## config.mk

```make
export PLATFORM = sky130hd
export DESIGN_NAME = hdmi_capture_ctrl_flat
export DESIGN_NICKNAME = d
export VERILOG_FILES = /design/src/rtl/hdmi_capture_pkg.sv /design/src/rtl/hdmi_capture_ctrl_if.sv /design/src/rtl/hdmi_capture_ctrl_window_cnt.sv /design/src/rtl/hdmi_capture_ctrl.sv /design/src/flat_wrapper.sv
export SDC_FILE = /design/constraint.sdc
export NUM_CORES = 1
export LEC_CHECK = 0
export ABC_AREA = 1
export CORE_MARGIN = 2
export CORE_UTILIZATION = 55
export DETAILED_ROUTE_END_ITERATION = 16
export GPL_ROUTABILITY_DRIVEN = 0
export PLACE_DENSITY = 0.81
export SYNTH_ARGS = -nofsm -noshare
export SYNTH_HDL_FRONTEND = slang
export SYNTH_SLANG_ARGS = --single-unit
```

## constraint.sdc

```tcl
create_clock -name i_clk -period 6.8 [get_ports i_clk]
set_input_delay 1.36 -clock i_clk [delete_from_list [all_inputs] [get_ports i_clk]]
set_output_delay 1.36 -clock i_clk [all_outputs]
set_load 0.005 [all_outputs]
```

## src/rtl/hdmi_capture_pkg.sv

```systemverilog
// Shared constants for the HDMI window capture controller: FSM encoding,
// default pixel width, frame counter width and the decimation mask helper.
package hdmi_capture_pkg;

    localparam int DATA_W_DEF  = 24;
    localparam int FRAME_CNT_W = 16;

    localparam logic [2:0] ST_IDLE       = 3'd0;
    localparam logic [2:0] ST_WAIT_READY = 3'd1;
    localparam logic [2:0] ST_WAIT_FRAME = 3'd2;
    localparam logic [2:0] ST_CAPTURE    = 3'd3;
    localparam logic [2:0] ST_DONE       = 3'd4;

    // Low coordinate bits that must be zero for a pixel/line to survive decimation.
    function automatic logic [2:0] dec_mask(input logic [1:0] d);
        logic [2:0] m;
        case (d)
            2'd0:    m = 3'b000;
            2'd1:    m = 3'b001;
            2'd2:    m = 3'b011;
            2'd3:    m = 3'b111;
            default: m = 3'b000;
        endcase
        return m;
    endfunction

endpackage

```

## src/rtl/hdmi_capture_ctrl_if.sv

```systemverilog
// Pixel FIFO write port: the controller is master, the FIFO is slave.
interface hdmi_capture_ctrl_if
    import hdmi_capture_pkg::*;
#(
    parameter int DATA_W = DATA_W_DEF
);
    logic [DATA_W-1:0] fifo_data;
    logic              fifo_wr_en;
    logic              fifo_full;

    modport master (output fifo_data, output fifo_wr_en, input fifo_full);
    modport slave  (input fifo_data, input fifo_wr_en, output fifo_full);
endinterface

```

## src/rtl/hdmi_capture_ctrl_window_cnt.sv

```systemverilog
// Raster position counters with vsync/de edge detection and the window,
// decimation and last-pixel compares used by the capture FSM.
module hdmi_window_cnt
    import hdmi_capture_pkg::*;
#(
    parameter int X_W = 12,
    parameter int Y_W = 12
) (
    input  logic           i_clk,
    input  logic           i_reset,
    input  logic           i_clr,
    input  logic           i_de,
    input  logic           i_vsync,
    input  logic [X_W-1:0] i_x_off,
    input  logic [Y_W-1:0] i_y_off,
    input  logic [X_W-1:0] i_width,
    input  logic [Y_W-1:0] i_height,
    input  logic [1:0]     i_dec,
    output logic           o_vsync_rise,
    output logic           o_wr_sel,
    output logic           o_last_px
);
    logic           r_vsync_q;
    logic           r_de_q;
    logic [X_W-1:0] r_x_cnt;
    logic [Y_W-1:0] r_y_cnt;
    logic [X_W:0]   w_x_end;
    logic [Y_W:0]   w_y_end;
    logic           w_x_in;
    logic           w_y_in;
    logic [2:0]     w_mask;
    logic           w_dec_ok;

    // Edge history and saturating raster counters.
    always_ff @(posedge i_clk) begin
        if (i_reset) begin
            r_vsync_q <= 1'b0;
            r_de_q    <= 1'b0;
            r_x_cnt   <= '0;
            r_y_cnt   <= '0;
        end else begin
            r_vsync_q <= i_vsync;
            r_de_q    <= i_de;
            if (i_clr) begin
                r_x_cnt <= '0;
                r_y_cnt <= '0;
            end else if (i_de) begin
                if (r_x_cnt != '1) r_x_cnt <= r_x_cnt + X_W'(1);
            end else if (r_de_q) begin
                r_x_cnt <= '0;
                if (r_y_cnt != '1) r_y_cnt <= r_y_cnt + Y_W'(1);
            end
        end
    end

    // Window ends are one bit wider so an oversized window cannot wrap.
    assign w_x_end      = {1'b0, i_x_off} + {1'b0, i_width};
    assign w_y_end      = {1'b0, i_y_off} + {1'b0, i_height};
    assign w_x_in       = (r_x_cnt >= i_x_off) && ({1'b0, r_x_cnt} < w_x_end);
    assign w_y_in       = (r_y_cnt >= i_y_off) && ({1'b0, r_y_cnt} < w_y_end);
    assign w_mask       = dec_mask(i_dec);
    assign w_dec_ok     = ((r_x_cnt[2:0] & w_mask) == 3'b000) && ((r_y_cnt[2:0] & w_mask) == 3'b000);
    assign o_vsync_rise = i_vsync && !r_vsync_q;
    assign o_wr_sel     = i_de && w_x_in && w_y_in && w_dec_ok;
    assign o_last_px    = i_de && (({1'b0, r_x_cnt} + (X_W+1)'(1)) == w_x_end)
                               && (({1'b0, r_y_cnt} + (Y_W+1)'(1)) == w_y_end);
endmodule

```

## src/rtl/hdmi_capture_ctrl.sv

```systemverilog
// HDMI window capture controller: arms on start, gates window pixels into the FIFO.
// Optional macro HDMI_CAPTURE_DECIMATE_EN adds the i_cfg_decimate port.
module hdmi_capture_ctrl
    import hdmi_capture_pkg::*;
#(
    parameter int X_W    = 12,
    parameter int Y_W    = 12,
    parameter int DATA_W = DATA_W_DEF
) (
    input  logic                   i_clk,
    input  logic                   i_reset,
    input  logic [X_W-1:0]         i_cfg_x_off,
    input  logic [Y_W-1:0]         i_cfg_y_off,
    input  logic [X_W-1:0]         i_cfg_width,
    input  logic [Y_W-1:0]         i_cfg_height,
    input  logic                   i_start,
    input  logic                   i_continuous,
    input  logic                   i_abort,
    input  logic                   i_hdmi_ready,
    input  logic                   i_vsync,
    input  logic                   i_de,
    input  logic [DATA_W-1:0]      i_pix_data,
`ifdef HDMI_CAPTURE_DECIMATE_EN
    input  logic [1:0]             i_cfg_decimate,
`endif
    hdmi_capture_ctrl_if.master    fifo_if,
    output logic                   o_busy,
    output logic                   o_frame_done,
    output logic                   o_overflow,
    output logic                   o_sync_lost,
    output logic [FRAME_CNT_W-1:0] o_frame_count
);
    logic [2:0]             r_state;
    logic [2:0]             w_state_nxt;
    logic [X_W-1:0]         r_x_off;
    logic [Y_W-1:0]         r_y_off;
    logic [X_W-1:0]         r_width;
    logic [Y_W-1:0]         r_height;
    logic                   r_cont;
    logic [1:0]             r_dec;
    logic [1:0]             w_dec_in;
    logic [DATA_W-1:0]      r_fifo_data;
    logic                   r_fifo_wr_en;
    logic                   r_busy;
    logic                   r_frame_done;
    logic                   r_overflow;
    logic                   r_sync_lost;
    logic [FRAME_CNT_W-1:0] r_frame_count;
    logic                   w_start_ok;
    logic                   w_arm;
    logic                   w_vsync_rise;
    logic                   w_wr_sel;
    logic                   w_last_px;
    logic                   w_wr_cand;
    logic                   w_sync_loss;
    logic                   w_frame_end;

`ifdef HDMI_CAPTURE_DECIMATE_EN
    assign w_dec_in = i_cfg_decimate;
`else
    assign w_dec_in = 2'b00;
`endif

    hdmi_window_cnt #(.X_W(X_W), .Y_W(Y_W)) u_window_cnt (
        .i_clk        (i_clk),
        .i_reset      (i_reset),
        .i_clr        ((r_state != ST_CAPTURE) || w_vsync_rise),
        .i_de         (i_de),
        .i_vsync      (i_vsync),
        .i_x_off      (r_x_off),
        .i_y_off      (r_y_off),
        .i_width      (r_width),
        .i_height     (r_height),
        .i_dec        (r_dec),
        .o_vsync_rise (w_vsync_rise),
        .o_wr_sel     (w_wr_sel),
        .o_last_px    (w_last_px)
    );

    assign w_start_ok  = i_start && (i_cfg_width != '0) && (i_cfg_height != '0);
    assign w_arm       = (r_state == ST_IDLE) && w_start_ok && !i_abort;
    assign w_wr_cand   = (r_state == ST_CAPTURE) && w_wr_sel && i_hdmi_ready && !i_abort;
    assign w_sync_loss = !i_abort && !i_hdmi_ready &&
                         ((r_state == ST_WAIT_FRAME) || (r_state == ST_CAPTURE) || (r_state == ST_DONE));
    assign w_frame_end = (r_state == ST_DONE) && !i_abort;

    // Next-state logic; abort overrides every other event.
    always_comb begin
        w_state_nxt = r_state;
        if (i_abort) begin
            w_state_nxt = ST_IDLE;
        end else begin
            case (r_state)
                ST_IDLE:       if (w_start_ok) w_state_nxt = ST_WAIT_READY; else w_state_nxt = ST_IDLE;
                ST_WAIT_READY: if (i_hdmi_ready) w_state_nxt = ST_WAIT_FRAME; else w_state_nxt = ST_WAIT_READY;
                ST_WAIT_FRAME: if (!i_hdmi_ready) w_state_nxt = ST_WAIT_READY;
                               else if (w_vsync_rise) w_state_nxt = ST_CAPTURE;
                               else w_state_nxt = ST_WAIT_FRAME;
                ST_CAPTURE:    if (!i_hdmi_ready) w_state_nxt = ST_WAIT_READY;
                               else if (w_vsync_rise) w_state_nxt = ST_CAPTURE;
                               else if (w_last_px) w_state_nxt = ST_DONE;
                               else w_state_nxt = ST_CAPTURE;
                ST_DONE:       if (!i_hdmi_ready) w_state_nxt = ST_WAIT_READY;
                               else if (r_cont) w_state_nxt = ST_WAIT_FRAME;
                               else w_state_nxt = ST_IDLE;
                default:       w_state_nxt = ST_IDLE;
            endcase
        end
    end

    // State, latched configuration, write path and status flags.
    always_ff @(posedge i_clk) begin
        if (i_reset) begin
            r_state       <= ST_IDLE;
            r_x_off       <= '0;
            r_y_off       <= '0;
            r_width       <= '0;
            r_height      <= '0;
            r_cont        <= 1'b0;
            r_dec         <= 2'b00;
            r_fifo_data   <= '0;
            r_fifo_wr_en  <= 1'b0;
            r_busy        <= 1'b0;
            r_frame_done  <= 1'b0;
            r_overflow    <= 1'b0;
            r_sync_lost   <= 1'b0;
            r_frame_count <= '0;
        end else begin
            r_state      <= w_state_nxt;
            r_busy       <= (w_state_nxt != ST_IDLE);
            r_frame_done <= w_frame_end;
            if (w_arm) begin
                r_x_off  <= i_cfg_x_off;
                r_y_off  <= i_cfg_y_off;
                r_width  <= i_cfg_width;
                r_height <= i_cfg_height;
                r_cont   <= i_continuous;
                r_dec    <= w_dec_in;
            end
            if (w_wr_cand && !fifo_if.fifo_full) begin
                r_fifo_data  <= i_pix_data;
                r_fifo_wr_en <= 1'b1;
            end else begin
                r_fifo_wr_en <= 1'b0;
            end
            if (w_wr_cand && fifo_if.fifo_full) r_overflow <= 1'b1;
            else if (w_arm)                     r_overflow <= 1'b0;
            if (w_sync_loss)                    r_sync_lost <= 1'b1;
            else if (w_arm)                     r_sync_lost <= 1'b0;
            if (w_arm)                          r_frame_count <= '0;
            else if (w_frame_end)               r_frame_count <= r_frame_count + FRAME_CNT_W'(1);
        end
    end

    assign fifo_if.fifo_data  = r_fifo_data;
    assign fifo_if.fifo_wr_en = r_fifo_wr_en;
    assign o_busy             = r_busy;
    assign o_frame_done       = r_frame_done;
    assign o_overflow         = r_overflow;
    assign o_sync_lost        = r_sync_lost;
    assign o_frame_count      = r_frame_count;
endmodule
```

## src/flat_wrapper.sv

```systemverilog
// flat-port wrapper written by rule: the top's interface ports become plain ports
module hdmi_capture_ctrl_flat import hdmi_capture_pkg::*;
#(
    parameter int X_W    = 12,
    parameter int Y_W    = 12,
    parameter int DATA_W = DATA_W_DEF
)
  (i_clk, i_reset, i_cfg_x_off, i_cfg_y_off, i_cfg_width, i_cfg_height, i_start, i_continuous, i_abort, i_hdmi_ready, i_vsync, i_de, i_pix_data, o_busy, o_frame_done, o_overflow, o_sync_lost, o_frame_count, fifo_if_fifo_data, fifo_if_fifo_wr_en, fifo_if_fifo_full);
  hdmi_capture_ctrl_if #(.DATA_W(DATA_W)) fifo_if_i ();
  input  logic i_clk;
  input  logic i_reset;
  input  logic [X_W-1:0] i_cfg_x_off;
  input  logic [Y_W-1:0] i_cfg_y_off;
  input  logic [X_W-1:0] i_cfg_width;
  input  logic [Y_W-1:0] i_cfg_height;
  input  logic i_start;
  input  logic i_continuous;
  input  logic i_abort;
  input  logic i_hdmi_ready;
  input  logic i_vsync;
  input  logic i_de;
  input  logic [DATA_W-1:0] i_pix_data;
  output logic o_busy;
  output logic o_frame_done;
  output logic o_overflow;
  output logic o_sync_lost;
  output logic [FRAME_CNT_W-1:0] o_frame_count;
  output wire logic [$bits(fifo_if_i.fifo_data)-1:0] fifo_if_fifo_data;
  output wire logic [$bits(fifo_if_i.fifo_wr_en)-1:0] fifo_if_fifo_wr_en;
  input wire logic [$bits(fifo_if_i.fifo_full)-1:0] fifo_if_fifo_full;
  assign fifo_if_fifo_data = fifo_if_i.fifo_data;
  assign fifo_if_fifo_wr_en = fifo_if_i.fifo_wr_en;
  assign fifo_if_i.fifo_full = fifo_if_fifo_full;
  hdmi_capture_ctrl #(.X_W(X_W), .Y_W(Y_W), .DATA_W(DATA_W)) u_core (.i_clk(i_clk), .i_reset(i_reset), .i_cfg_x_off(i_cfg_x_off), .i_cfg_y_off(i_cfg_y_off), .i_cfg_width(i_cfg_width), .i_cfg_height(i_cfg_height), .i_start(i_start), .i_continuous(i_continuous), .i_abort(i_abort), .i_hdmi_ready(i_hdmi_ready), .i_vsync(i_vsync), .i_de(i_de), .i_pix_data(i_pix_data), .fifo_if(fifo_if_i), .o_busy(o_busy), .o_frame_done(o_frame_done), .o_overflow(o_overflow), .o_sync_lost(o_sync_lost), .o_frame_count(o_frame_count));
endmodule
```

-- Yosys cells after proc, flatten, opt, wreduce, memory -nomap -nowiden
Cells that the tools add are included.
- $add $sub $neg: 7
- order comparisons: 4
- eq/ne operators: 10
- multiplexer cells: 18
- bitwise logic cells: 1
- reduce and logical (&&, ||, !) cells: 37
- operators by type and width (kind ; number):
    2-to-1 mux 12 bit ; 3
    adder 12 x 1 -> 13 bit (second input constant) ; 2
    adder 12 x 12 -> 13 bit ; 2
    == test 13 bit ; 2
    less-than comparator 12 x 13 -> 1 bit ; 2
    adder 12 x 1 -> 12 bit (second input constant) ; 2
    greater-or-equal comparator 12 bit ; 2
    inequality test 12 bit (second input constant) ; 2
    nonzero test 12 bit ; 2
    logical AND 1 bit ; 19
    2-to-1 mux 3 bit ; 6
    adder 16 x 1 -> 16 bit (second input constant) ; 1
    case mux 3 bit (5 select lines) ; 1
    == test 3 x 2 -> 1 bit (second input constant) ; 2
    2-to-1 mux 1 bit ; 6
    nonzero test 2 bit ; 3
    zero test 1 bit ; 4
    2-to-1 mux 2 bit ; 2
    OR reduction 2 bit ; 2
    == test 3 x 1 -> 1 bit (second input constant) ; 1
    == test 3 bit (second input constant) ; 1
    zero test 3 bit ; 1
    logical OR 1 bit ; 3
    inequality test 3 x 2 -> 1 bit (second input constant) ; 1
    5 further kinds ; 5
- flip-flop bits (word level): 123
- input port bits: 81
- output and inout port bits: 45
- word-level logic and storage cells: 94

-- Depth between registers and ports, before layout
Gate-level depths: netlist (run 1).
- depth after elaboration: 10
- gate-level depth with buffers: 27
- mapped depth without buffers: 26

-- By module
From an unflattened synthesis (run 1), not the netlist that was laid out.
- cells, all modules: 1367
- area total of the unflattened synthesis: 8587.0 um2
- modules (own cells, without submodules) (module ; times used ; cells each ; area each (um2) ; seq. area each (um2)):
    hdmi_window_cnt ; 1 ; 757 ; 4453.0 ; 520.5
    hdmi_capture_ctrl ; 1 ; 610 ; 4134.0 ; 1941.9

-- Worst setup path after synthesis (run 1)
Ideal clock, no wire load.
- kind: reg-to-reg
- start point: reg u_core.r_y_off[0]
- end point: reg u_core.r_fifo_data[10] (netlist: u_core.fifo_if.fifo_data[10])
- library setup time: 0.064 ns
- arrival: 2.968 ns
- required time: 6.736 ns
- path slack: 3.768 ns
- cell stages (with the launch flop): 27
- buffers on the path: 1
- clock period less this slack: 3.032 ns
- path through: dfxtp_1 -> ha_1 -> inv_1 -> fa_1 -> inv_1 -> nand2_1 -> nand2_1 -> nand3_1 -> nand2_1 -> nand2_1 -> nand3_1 -> nand2_1 -> ha_1 -> inv_1 -> nor3_1 -> a211oi_1 -> nand2_1 -> nand2_1 -> nand2_1 -> nand2_1 -> nand2_1 -> nand2_2 -> nand3b_2 -> nor2_4 -> buf_4 -> nor2_1 -> nor2_1
- longest elaborated chain between the ends: 8
- elaborated cells between the ends (all ways): 9
- classes of those cells: add/sub: 1; order compare: 2; reduce/logical: 6
- RTL lines (what ; line ; RTL):
    start: declaration ; hdmi_capture_ctrl.sv:36 ; logic [Y_W-1:0] r_y_off;
    start signal: assignment ; hdmi_capture_ctrl.sv:134 ; r_y_off <= i_cfg_y_off;
    adder 12 x 12 -> 13 bit ; hdmi_capture_ctrl_window_cnt.sv:58 ; assign w_y_end = {1'b0, i_y_off} + {1'b0, i_height};
    less-than comparator 12 x 13 -> 1 bit ; hdmi_capture_ctrl_window_cnt.sv:60 ; assign w_y_in = (r_y_cnt >= i_y_off) && ({1'b0, r_y_cnt} < w_y_end);
    logical AND 1 bit * ; hdmi_capture_ctrl_window_cnt.sv:60 ;
    logical AND 1 bit * ; hdmi_capture_ctrl_window_cnt.sv:64 ; assign o_wr_sel = i_de && w_x_in && w_y_in && w_dec_ok;
    logical AND 1 bit * (3 in series) ; hdmi_capture_ctrl.sv:82 ; assign w_wr_cand = (r_state == ST_CAPTURE) && w_wr_sel && i_hdmi_ready && !i_abort;
    logical AND 1 bit * ; hdmi_capture_ctrl.sv:140 ; if (w_wr_cand && !fifo_if.fifo_full) begin
    end signal: assignment ; hdmi_capture_ctrl.sv:141 ; r_fifo_data <= i_pix_data;
    end: declaration ; hdmi_capture_ctrl.sv:42 ; logic [DATA_W-1:0] r_fifo_data;
Every way passes the cells marked *; elsewhere a longest branch is shown, timed or not.
A chain may end at the register's enable or synchronous reset.

-- Worst setup path in the final report (run 1)
- start point: reg u_core.r_width[0]
- end point: reg u_core.r_fifo_data[17] (netlist: u_core.fifo_if.fifo_data[17])
- longest elaborated chain between the ends: 9
- RTL lines (what ; line ; RTL):
    start: declaration ; hdmi_capture_ctrl.sv:37 ; logic [X_W-1:0] r_width;
    start signal: assignment ; hdmi_capture_ctrl.sv:135 ; r_width <= i_cfg_width;
    adder 12 x 12 -> 13 bit ; hdmi_capture_ctrl_window_cnt.sv:57 ; assign w_x_end = {1'b0, i_x_off} + {1'b0, i_width};
    less-than comparator 12 x 13 -> 1 bit ; hdmi_capture_ctrl_window_cnt.sv:59 ; assign w_x_in = (r_x_cnt >= i_x_off) && ({1'b0, r_x_cnt} < w_x_end);
    logical AND 1 bit ; hdmi_capture_ctrl_window_cnt.sv:59 ;
    logical AND 1 bit (2 in series) ; hdmi_capture_ctrl_window_cnt.sv:64 ;
    logical AND 1 bit (3 in series) ; hdmi_capture_ctrl.sv:82 ;
    logical AND 1 bit ; hdmi_capture_ctrl.sv:140 ;
Every way passes these cells.

==> results of run 1 <==
==> worst reg2reg max path: cells and delay by family, from the launching register on <==
family          cells  cell delay, ns
buf+inv             3            0.21
compound gates      3            1.19
simple gates       15            1.32
fa+ha+maj           3            0.91
flops               1            0.42
==> per-stage QoR <==
| step | cell area, µm² | worst slack (ns) | power, mW | cells |
|---|---|---|---|---|
| 2_1_floorplan | 8370 | 3.77 | 0.994 | 1276 |
| 3_3_place_gp | 9730 | 2.52 | 1.10 | 1557 |
| 3_5_place_dp | 9730 | 2.47 | 1.11 | 1557 |
| 4_1_cts | 10300 | 2.67 | 2.02 | 1589 |
| 5_1_grt | 10300 | 2.19 | 2.11 | 1589 |
| 6_report | 10300 | 2.65 | 2.02 | 1589 |
==> placed cells by master, fill, tap and decap left out, types with 3 or more instances in the layout <==
| cell type | instances |
|---|---|
| nand4_1 | 45 |
| o21bai_1 | 4 |
| nor2_4 | 4 |
| a211oi_1 | 5 |
| ha_1 | 75 |
| clkinvlp_4 | 3 |
| xnor2_1 | 7 |
| or2_0 | 3 |
| clkbuf_16 | 17 |
| clkinv_2 | 3 |
| nand2_1 | 319 |
| inv_6 | 6 |
| o21ai_0 | 70 |
| inv_2 | 14 |
| a21oi_1 | 110 |
| dfxtp_1 | 123 |
| nor2_2 | 10 |
| a31oi_1 | 3 |
| nor4_1 | 6 |
| nand3_1 | 78 |
| nor2_1 | 114 |
| xor2_1 | 16 |
| inv_1 | 182 |
| nand3b_1 | 9 |
| clkdlybuf4s50_1 | 125 |
| nor3_1 | 17 |
| or2_2 | 3 |
==> logic make-up (layout without fill, tap and decap cells) <==
logic type      after synthesis  after routing  synth area share, %
compound gates              199            199                 12.5
xor+xnor                     23             23                 2.41
fa+ha+maj                    77             77                 11.7
buf+inv                     230            355                 10.5
flops                       123            123                 29.4
simple gates                624            624                 33.5
==> worst paths after layout <==
kind | depth (start not counted) | to | slack, ns | start
setup / recovery | 24 | u_core.fifo_if.fifo_data[17]$_SDFFE_PP0P_ | 2.65 | u_core.r_width[0]$_SDFFE_PP0P_
hold / removal | 2 | u_core.r_height[6]$_SDFFE_PP0P_ | 0.45 | u_core.r_height[6]$_SDFFE_PP0P_
setup reg to reg | 24 | u_core.fifo_if.fifo_data[17]$_SDFFE_PP0P_ | 2.65 | u_core.r_width[0]$_SDFFE_PP0P_
hold reg to reg | 2 | u_core.r_height[6]$_SDFFE_PP0P_ | 0.45 | u_core.r_height[6]$_SDFFE_PP0P_
==> per-layer routing <==
metal	vias up	GRT usage [%]	routed length [µm]
li1	4393	-	-
met1	3838	35.3	10000
met2	224	49.6	11300
met3	56	4.94	1020
met4	0	12.3	792
met5	-	0	0
==> layout make-up <==
cell class / instances / area share (%)
inverter: 197 / 7.17
timing repair buffer: 126 / 12.2
sequential: 123 / 23.9
clock buffer: 17 / 4.12
tap: 188 / 2.28
clock inverter: 15 / 1.56
multi-input combinational: 923 / 48.8
==> report_power, final <==
group / switching (mW) / internal (mW) / leakage, nW
sequential: 0.0150 / 0.743 / 1.00
clock: 0.374 / 0.546 / 0.283
combinational: 0.205 / 0.140 / 3.44
==> flip-flops by register name (all words and copies together), names as in the netlist, 3 cells and up <==
| name | flops |
|---|---|
| u_core.r_x_off | 12 |
| u_core.u_window_cnt.r_x_cnt | 12 |
| u_core.fifo_if.fifo_data | 24 |
| u_core.u_window_cnt.r_y_cnt | 12 |
| u_core.o_frame_count | 16 |
| u_core.r_y_off | 12 |
| u_core.r_width | 12 |
| u_core.r_height | 12 |
| u_core.r_state | 3 |
==> flow_metrics.env, run 1 <==
export IMPL_synth_most_common_cell="nand2_1"
export IMPL_syn_inst=1276
export IMPL_cp_max_fo=24
export IMPL_postCtsSetupBuffers=0
export IMPL_diodes=0
export IMPL_wirelength_um=23100
export IMPL_synth_area_mm2=0.00837
export IMPL_ys_ff_latch=123
export IMPL_fin_crit_sh_pct=61.1
export IMPL_hpwl_um=17500
export IMPL_period_needed_ns=4.15
export IMPL_drt_iter0_drc=550
export IMPL_status="finished clean"
export IMPL_synth_edf_count=0
export IMPL_powerDensity_mw_per_mm2=196
export IMPL_yosys_most_used_dff="dfxtp_1"
export IMPL_drt_antenna_violating_nets=0
export IMPL_critical_path_class="reg -> reg"
export IMPL_p_leak_nw=4.73
export IMPL_max_freq_mhz=241
export IMPL_maxSlewViolCount=0
export IMPL_crit_path_frequent_cell="nand2_1"
export IMPL_overflow=0
export IMPL_hold_ws_ns=0.455
export IMPL_multiInputGateArea_mm2=0.00504
export IMPL_dieArea_mm2=0.0162
export IMPL_grt_max_degree=102
export IMPL_cpLargestDelayFamily="simple AND/OR/NAND/NOR gates"
export IMPL_htree_num_levels=4
export IMPL_drive_above_1_share_pct=5.50
export IMPL_nets=1546
export IMPL_synthTopCellsByCount="319 x nand2_1, 183 x inv_1, 123 x dfxtp_1"
export IMPL_die_width_um=127
export IMPL_syn_nets=1434
export IMPL_setup_tns_ns=0
export IMPL_synth_avg_cell_area_um2=6.56
export IMPL_cp_data_required_time_ns=7.13
export IMPL_area_delta_synth_final_pct=23.3
export IMPL_worstPathArrival_ns=4.49
export IMPL_avgRoutedWirePerCell_um=14.5
export IMPL_cts_resized=0
export IMPL_tritoncts="built"
export IMPL_critPathBufInv=3
export IMPL_cts_root_buf="clkbuf_16"
export IMPL_yosysWarnings=0
export IMPL_async_reset_ff_share_pct=0
export IMPL_synth_top_area_share_pct=29.4
export IMPL_grt_pass1_wl_um=37400
export IMPL_worst_pin_slew_ns=1.13
export IMPL_clock_path_buffers=2
export IMPL_antenna_found_initial=0
export IMPL_hold_class="reg -> reg"
export IMPL_rows=45
export IMPL_synthTopCellsByArea="dfxtp_1 29%, nand2_1 14%, ha_1 11%"
export IMPL_cap_violations=0
export IMPL_ioPinCount=126
export IMPL_slowest_delay_ns=0.88
export IMPL_die_h_um=127
export IMPL_setup_viol=0
export IMPL_clk_latency_ns=0.43
export IMPL_start_util_pct=55.7
export IMPL_final_hold_violation_count=0
export IMPL_critical_path_cell_chain="ha_1 > inv_1 > fa_1 > inv_1 > nand2_1 > nand2_1 > nand3_1 > nand2_1 > nand2_1 > nand2_1 > inv_1 > ha_1 > a21oi_1 > nor3_1 > a211oi_1 > nand2_1 > nand2_1 > nand2_1 > nand2_1 > nand2_1 > a21oi_2 > nand4_1 > nand2_1 > nor2_1"
export IMPL_port_buffers=125
export IMPL_finClkSkew_ns=0.00933
export IMPL_grt_pass1_vias=7838
export IMPL_drc=0
export IMPL_post_route_util_pct=68.6
export IMPL_ys_seq_area_share_pct=29.4
export IMPL_track_usage_pct=28.7
export IMPL_core_area_mm2=0.0150
export IMPL_vdd_ir_drop_max_mv=0.173
export IMPL_start_kind="flop"
export IMPL_synth_top_area_cell="dfxtp_1"
export IMPL_regArea_mm2=0.00246
export IMPL_cp_end_kind="flop"
export IMPL_synthDistinctLibCells=43
export IMPL_cts_clk_slew_worst_paths_ns=0.06
export IMPL_max_slew_margin_pct=24.4
export IMPL_cts_made_buffers=17
export IMPL_clock_sinks=123
export IMPL_cts_hold_buf=0
export IMPL_fill_cells=1330
export IMPL_slowest_stage="a21oi_2"
export IMPL_rsz0062_at_grt="false"
export IMPL_routed_via_count=8511
export IMPL_drt_pass1_iterations=5
export IMPL_avgViaCountPerCell=5.36
No activity file was read; power rests on OpenSTA's default activity.
==> run 2, diff against run 1 <==
--- a/config.mk
+++ b/config.mk
@@ -7,10 +7,10 @@
 export LEC_CHECK = 0
 export ABC_AREA = 1
 export CORE_MARGIN = 2
-export CORE_UTILIZATION = 55
+export CORE_UTILIZATION = 50
 export DETAILED_ROUTE_END_ITERATION = 16
 export GPL_ROUTABILITY_DRIVEN = 0
-export PLACE_DENSITY = 0.81
+export PLACE_DENSITY = 0.78
 export SYNTH_ARGS = -nofsm -noshare
 export SYNTH_HDL_FRONTEND = slang
 export SYNTH_SLANG_ARGS = --single-unit
==> constraint.sdc (replaced) <==
create_clock -name i_clk -period 3.6 [get_ports i_clk]
set_input_delay 0.72 -clock i_clk [delete_from_list [all_inputs] [get_ports i_clk]]
set_output_delay 0.72 -clock i_clk [all_outputs]
set_load 0.005 [all_outputs]
==> flow_metrics.env, run 2 (synthesis gave the netlist of run 1 again) <==
export IMPL_status="finished clean"
export IMPL_antenna_found_initial=0
export IMPL_track_usage_pct=27.3
export IMPL_drt_antenna_violating_nets=0
export IMPL_finClkSkew_ns=0.00763
export IMPL_total_power_mw=3.81
export IMPL_cp_end_kind="flop"
export IMPL_worstPathArrival_ns=3.71
export IMPL_r2r_end="u_core.fifo_if.fifo_data[19]$_SDFFE_PP0P_"
export IMPL_cap_violations=0
export IMPL_hold_ws_ns=0.448
export IMPL_p_leak_nw=4.82
export IMPL_maxSlewViolCount=0
export IMPL_overflow=0
export IMPL_final_common_cell="nand2_1"
export IMPL_holdPathStages=2
export IMPL_r2r_slack_ns=0.25
export IMPL_area_delta_synth_final_pct=26.5
export IMPL_routed_via_count=8761
export IMPL_grt_max_degree=52
export IMPL_htree_num_levels=4
export IMPL_rr_startpoint="u_core.r_x_off[0]$_SDFFE_PP0P_"
export IMPL_start_util_pct=50.8
export IMPL_hold_path_end="u_core.r_height[0]$_SDFFE_PP0P_"
export IMPL_critical_path_class="reg -> reg"
export IMPL_cp_max_fo=6
export IMPL_vdd_ir_drop_max_mv=0.358
export IMPL_cts_root_buf="clkbuf_16"
export IMPL_core_area_mm2=0.0165
export IMPL_fin_crit_sh_pct=93.1
export IMPL_powerDensity_mw_per_mm2=359
export IMPL_drive_above_1_share_pct=7.63
export IMPL_nets=1560
export IMPL_rows=47
export IMPL_dieArea_mm2=0.0178
export IMPL_die_width_um=133
export IMPL_pre_cts_ws_ns=0.194
export IMPL_drt_iter0_drc=592
export IMPL_ioPinCount=126
export IMPL_avgRoutedWirePerCell_um=14.9
export IMPL_max_slew_margin_pct=49.3
export IMPL_grt_pass1_vias=8335
export IMPL_setup_viol=0
export IMPL_tritoncts="built"
export IMPL_worst_pin_slew_ns=0.759
export IMPL_grt_pass1_wl_um=39200
export IMPL_final_hold_violation_count=0
export IMPL_cp_data_required_time_ns=3.96
export IMPL_wirelength_um=24300
export IMPL_start_kind="flop"
export IMPL_port_buffers=125
export IMPL_hold_class="reg -> reg"
export IMPL_setup_tns_ns=0
export IMPL_clock_path_buffers=2
export IMPL_clk_latency_ns=0.43
export IMPL_die_h_um=133
export IMPL_rr_worst_depth=26
export IMPL_drc=0
export IMPL_cts_clk_slew_worst_paths_ns=0.06
export IMPL_cts_made_buffers=17
export IMPL_diodes=0
export IMPL_largest_register_ffs=24
export IMPL_cts_hold_buf=0
export IMPL_avgViaCountPerCell=5.36
export IMPL_drt_pass1_iterations=6
export IMPL_clock_sinks=123
export IMPL_fin_ws_ns=0.249
export IMPL_final_cell_mix="315 x nand2_1, 180 x inv_1, 125 x clkdlybuf4s50_1"
export IMPL_hpwl_um=18400
export IMPL_max_freq_mhz=298
export IMPL_hold_start="u_core.r_height[0]$_SDFFE_PP0P_"
export IMPL_period_needed_ns=3.35
[run 2: changes by cell type in the layout (fill, tap and decap cells not counted), moves of 4 or more]
cell     before  now
dfxtp_2       0    4
nand2_2       2    6
inv_6         6    2
buf_4         1    9
dfxtp_1     123  119
nand2_1     319  315
[run 2: worst max-delay path, stage by stage (launching register included)]
cell	delay [ns]
dfxtp_2	0.34
ha_2	0.19
inv_1	0.06
fa_2	0.33
inv_1	0.08
nand2_1	0.07
nand2_1	0.07
nand3_1	0.08
nand2_1	0.09
nand2_1	0.07
nand2_1	0.08
inv_1	0.05
ha_1	0.28
a21oi_1	0.14
nor3_1	0.06
a211oi_1	0.17
nand2_1	0.10
nand2_1	0.07
nand2_1	0.04
nand2_1	0.05
nand2_1	0.08
nand2_2	0.09
nand3b_4	0.10
nor2_4	0.25
clkbuf_16	0.20
nor2_1	0.05
nor2_1	0.11
[run 2: worst max-delay path by stage]
stage | depth (start not counted) | from | slack [ns] | to
2_1_floorplan | 26 | u_core.r_y_off[0]$_SDFFE_PP0P_ | 0.57 | u_core.fifo_if.fifo_data[10]$_SDFFE_PP0P_
3_3_place_gp | 26 | u_core.r_y_off[0]$_SDFFE_PP0P_ | 0.35 | u_core.fifo_if.fifo_data[4]$_SDFFE_PP0P_
3_5_place_dp | 26 | u_core.r_y_off[0]$_SDFFE_PP0P_ | 0.19 | u_core.fifo_if.fifo_data[21]$_SDFFE_PP0P_
4_1_cts | 26 | u_core.r_y_off[0]$_SDFFE_PP0P_ | 0.18 | u_core.fifo_if.fifo_data[21]$_SDFFE_PP0P_
5_1_grt | 26 | u_core.r_x_off[0]$_SDFFE_PP0P_ | -0.05 | u_core.fifo_if.fifo_data[19]$_SDFFE_PP0P_
6_report | 26 | u_core.r_x_off[0]$_SDFFE_PP0P_ | 0.25 | u_core.fifo_if.fifo_data[19]$_SDFFE_PP0P_
[run 2: stage by stage]
| step | instances | cell area [µm²] | utilization (%) |
|---|---|---|---|
| after global placement | 1598 | 9850 | 59.8 |
| final | 1635 | 10600 | 64.3 |
| after floorplan | 1276 | 8370 | - |
| after detailed placement | 1598 | 9850 | 59.8 |
| after global routing | 1635 | 10600 | 64.3 |
| after CTS | 1630 | 10400 | 63.4 |
[run 2: layer usage]
layer	part of all wire (%)	track usage (%)	routed length (µm)
met5	0	0	0
met4	3.6	11.3	871
met3	5.2	5.90	1270
met2	49	47.5	11900
met1	42	32.5	10300
[run 2: where the power goes]
group | leakage, nW | internal, mW | switching, mW | total (mW)
clock | 0.280 | 1.04 | 0.659 | 1.70
sequential | 1.00 | 1.40 | 0.0269 | 1.43
combinational | 3.54 | 0.276 | 0.400 | 0.677
[run 2: layout make-up]
cell class,instances,area (µm²)
clock buffers,19,443
multi-input cells,923,5090
flip-flops and latches,123,2470
repair buffers,140,1430
well taps,220,275
inverters,197,739
clock inverters,13,141
fillers,1441,5880
[run 2: timing repair]
action                                  in CTS  in global routing
endpoints found under the setup margin       0                 24
buffers inserted                             0                  2
gates resized for setup                      0                 23
